$ cat config.mk
export PLATFORM = sky130hd
export DESIGN_NAME = debounced_input
export DESIGN_NICKNAME = d
export VERILOG_FILES = /design/src/rtl/debounced_input.sv
export SDC_FILE = /design/constraint.sdc
export NUM_CORES = 1
export LEC_CHECK = 0
export CORE_AREA = 2 2 39 41
export DETAILED_ROUTE_END_ITERATION = 10
export DIE_AREA = 0 0 41 43
export MAX_ROUTING_LAYER = met4
export SYNTH_ARGS = -nofsm -noshare
export SYNTH_HDL_FRONTEND = slang
export SYNTH_SLANG_ARGS = --single-unit
$ cat constraint.sdc
create_clock -name clk -period 1.9 [get_ports clk]
set_clock_uncertainty 0.1 [all_clocks]
set_input_delay 0.19 -clock clk [delete_from_list [all_inputs] [get_ports clk]]
set_output_delay 0.19 -clock clk [all_outputs]
set_load 0.01 [all_outputs]
$ cat src/rtl/debounced_input.sv
// debounced_input: samples an iCE40 package pin through an SB_IO in input
// mode, synchronizes it into the clk domain, debounces it, and reports
// one-cycle rise/fall strobes registered together with the level.
//
// Configuration macro: DEBOUNCED_INPUT_PULLUP_EN
//   defined   -> SB_IO weak internal pull-up enabled (floating pin reads 1)
//   undefined -> no pull-up; the pin must be driven externally
// The SB_IO primitive is instantiated when the file is read by yosys; other
// tools see a direct wire from the pin, which is the unregistered input path.
module debounced_input #(
    parameter int   SYNC_STAGES     = 2,
    parameter int   DEBOUNCE_CYCLES = 16,
    parameter logic INIT_VALUE      = 1'b0
) (
    input  logic clk,
    input  logic rst_n,
    input  logic pin,
    output logic value,
    output logic rise,
    output logic fall
);

    localparam int             CNT_W    = $clog2(DEBOUNCE_CYCLES + 1);
    localparam logic [CNT_W-1:0] CNT_LAST = CNT_W'(DEBOUNCE_CYCLES - 1);

    // Reject illegal configurations at elaboration.
    if (SYNC_STAGES < 2) begin : g_bad_sync
        $error("debounced_input: SYNC_STAGES must be >= 2");
    end
    if (DEBOUNCE_CYCLES < 1) begin : g_bad_deb
        $error("debounced_input: DEBOUNCE_CYCLES must be >= 1");
    end

    logic                   w_pin_in;
    logic                   w_sync;
    logic [SYNC_STAGES-1:0] r_sync;
    logic [CNT_W-1:0]       r_cnt;
    logic                   r_value;
    logic                   r_rise;
    logic                   r_fall;

`ifdef YOSYS
`ifdef DEBOUNCED_INPUT_PULLUP_EN
    localparam logic P_PULLUP = 1'b1;
`else
    localparam logic P_PULLUP = 1'b0;
`endif
    // Input unregistered, output disabled; D_IN_0 is the raw pin level.
    SB_IO #(
        .PIN_TYPE (6'b0000_01),
        .PULLUP   (P_PULLUP)
    ) u_io (
        .PACKAGE_PIN (pin),
        .D_IN_0      (w_pin_in)
    );
`else
    assign w_pin_in = pin;
`endif

    // Synchronizer chain: shift the raw pin level through SYNC_STAGES flops.
    // NOTE: sequential state uses non-blocking assignments so every flop
    // samples the pre-edge value of its neighbour, forming a real shift chain.
    always_ff @(posedge clk) begin
        if (!rst_n) begin
            r_sync <= {SYNC_STAGES{INIT_VALUE}};
        end else begin
            r_sync <= {r_sync[SYNC_STAGES-2:0], w_pin_in};
        end
    end

    assign w_sync = r_sync[SYNC_STAGES-1];

    // Debounce: accept a new level after DEBOUNCE_CYCLES consecutive
    // differing samples; strobes are registered alongside the level.
    // NOTE: strobes default low at the top of the branch so each one lasts
    // exactly one cycle without a separate clearing path.
    always_ff @(posedge clk) begin
        if (!rst_n) begin
            r_cnt   <= '0;
            r_value <= INIT_VALUE;
            r_rise  <= 1'b0;
            r_fall  <= 1'b0;
        end else begin
            r_rise <= 1'b0;
            r_fall <= 1'b0;
            if (w_sync == r_value) begin
                r_cnt <= '0;
            end else if (r_cnt == CNT_LAST) begin
                r_value <= w_sync;
                r_cnt   <= '0;
                r_rise  <= w_sync;
                r_fall  <= !w_sync;
            end else begin
                r_cnt <= r_cnt + CNT_W'(1);
            end
        end
    end

    assign value = r_value;
    assign rise  = r_rise;
    assign fall  = r_fall;

endmodule

==> impl_metrics.ini <==
[run_status]
status = finished, final reports clean

[clocking]
holdBufCountCts = 0
root_buffer = clkbuf_4
path_clk_slew_ns = 0.07
clk_path_buf_depth = 2
clkLatencyLatePin_ns = 0.26
numCtsBuffers = 3
cts_tree = done
cts_setup_buffers = 0
htreeDepth = 1
cts_resized = 0
clkSinkCount = 10

[timing]
finalCritPeriodShare_pct = 79.3
hold_ws_ns = 0.339
max_slew_margin_pct = 88.4
period_minus_slack_ns = 1.51
tightestPinTransition_ns = 0.173
setup_viol = 0
max_freq_ghz = 0.664
drv_slew = 0
tns_ns = 0
hold_violations = 0
rsz0062_at_grt = false

[yosys]
synth_area_per_cell_um2 = 10.9
synth_nets = 37
synthCells = 32
synth-seq-cells = 10
yosysSeqAreaShare_pct = 57.6
yosys_warnings = 0
syn_area_um2 = 348
netlist-cell-type-count = 14

[layout]
n_antenna_cell = 0
layout_commonest_cell = dfxtp_1
n_fill_cell = 148
drive_gt1_share_pct = 12.2
syn_to_final_growth_pct = 30.6
post-route-util_pct = 32.8
final_cell_mix = dfxtp_1 (10), nor2_1 (5), clkdlybuf4s50_1 (5)
nNetsFinal = 47
fin_cells = 57

[placement]
place.gp.congestion = 0.597
port_buffers = 5
post-place-cells = 53
dp_hpwl_um = 325

[grt]
grt_max_degree = 7
antenna_found_initial = 0
grt_usage_pct = 6.10
grt_first_pass_wirelength_um = 648
grt_pass1_vias = 164
globalRouteOverflowTotal = 0

[routing]
vias_per_cell = 3.88
post-route-drc-count = 0
wl_per_cell_um = 7.86
ant_nets = 0
drtIter0Drc = 6
num_vias = 221
drtPass1Iterations = 4
wirelength_um = 448

[critical_path]
crit_slowest_cell = clkdlybuf4s50_1
critPathCaptureType = primary output
path_buf_inv = 1
reg2reg_setup_slack_ns = 0.45
cp-endpoint = value
slowest_delay_ns = 0.56
cp_top_family = buffers and inverters
crit_arrival_ns = 1.22
r2r-end = r_cnt[2]$_SDFF_PP0_
crit-reg2reg-launch = r_cnt[0]$_SDFF_PP0_
critPathRequiredTime_ns = 1.61
crit_chain = clkdlybuf4s50_1
path_max_fanout = 5
crit_type = flop to primary output
cp.depth = 1
cp-startpoint = value$_SDFFE_PN0P_
reg2reg_depth = 5
startpoint_type = flop

[floorplan]
dieHeight_um = 43
start_util_pct = 25.1
core_um2 = 1380
rows = 14
pin_count = 6
die_area_um2 = 1760
dieWidth_um = 41

[worst_hold_path]
hold_path.class = flop to flop

[power_and_ir_drop]
p_total_w = 0.000410
power_density_nw_per_um2 = 903
cellLeakagePower_nw = 0.175
ir_worst_vdd_uv = 299

[job]
maxCapViolCount = 0
-- logic make-up (layout without fill, tap and decap cells) --
logic type	after synthesis	count (layout)	synth area share, %
adder cells (fa/ha/maj)	2	2	7.19
flip-flops	10	10	57.6
multiplexers	1	1	2.88
XOR/XNOR	3	3	7.56
buffers and inverters	2	11	2.16
AND/OR/NAND/NOR	14	14	22.7
-- cell usage after synthesis (all sizes together) --
cell | count | area share, %
dfxtp | 10 | 58
nor2 | 5 | 5.4
and2 | 2 | 3.6
ha | 2 | 7.2
inv | 2 | 2.2
nor3b | 2 | 4.3
xor2 | 2 | 5.0
and3 | 1 | 1.8
mux2i | 1 | 2.9
nand2 | 1 | 1.1
nand3 | 1 | 1.4
nand3b | 1 | 3.2
nor2b | 1 | 1.8
xnor2 | 1 | 2.5
-- final cells by class --
class	instances	area, µm²	area share, %
sequential	10	200	44.1
multi-input combinational	20	140	30.9
timing repair buffer	5	50.0	11.0
clock buffer	4	36.3	7.99
tap	16	20.0	4.41
inverter	2	7.51	1.65
-- worst reg2reg max path, stage by stage (launching register included) --
cell and delay [ns]:
dfxtp_1 0.33, ha_1 0.22, and3_1 0.15, ha_1 0.21, nand3b_2 0.27, nor2_1 0.12
-- state kept, by name (all words and copies together) (netlist names) --
| signal | flops |
|---|---|
| rise | 1 |
| r_sync | 2 |
| value | 1 |
| r_cnt | 5 |
| fall | 1 |
-- metrics by stage --
step / worst slack [ns] / instance area, µm²
floorplan: 0.546 / 348
global route: 0.339 / 454
CTS: 0.378 / 454
finish: 0.393 / 454
global placement: 0.466 / 418
detailed placement: 0.456 / 418
-- report_power, final --
group	switching, W	internal [W]	leakage, nW
Combinational	0.00000340	0.00000603	0.0730
Clock	0.0000708	0.000116	0.0210
Sequential	0.00000158	0.000212	0.0810
-- how the worst min path moves through the flow --
stage	start	end	slack [ns]	depth (start not counted)
floorplan	rst_n	r_sync[0]$_SDFF_PN0_	0.21	1
global placement	r_sync[0]$_SDFF_PN0_	r_sync[1]$_SDFF_PN0_	0.32	1
detailed placement	r_sync[0]$_SDFF_PN0_	r_sync[1]$_SDFF_PN0_	0.32	1
CTS	r_sync[0]$_SDFF_PN0_	r_sync[1]$_SDFF_PN0_	0.34	1
global route	r_sync[0]$_SDFF_PN0_	r_sync[1]$_SDFF_PN0_	0.37	1
finish	r_sync[0]$_SDFF_PN0_	r_sync[1]$_SDFF_PN0_	0.34	1
-- routing by layer --
metal | wire length, µm | track usage (%)
met1 | 215 | 7.52
met2 | 211 | 6.56
met3 | 21 | 1.57
met4 | 0 | 8.00
met5 | 0 | -
(Power assumes the default switching activity.)
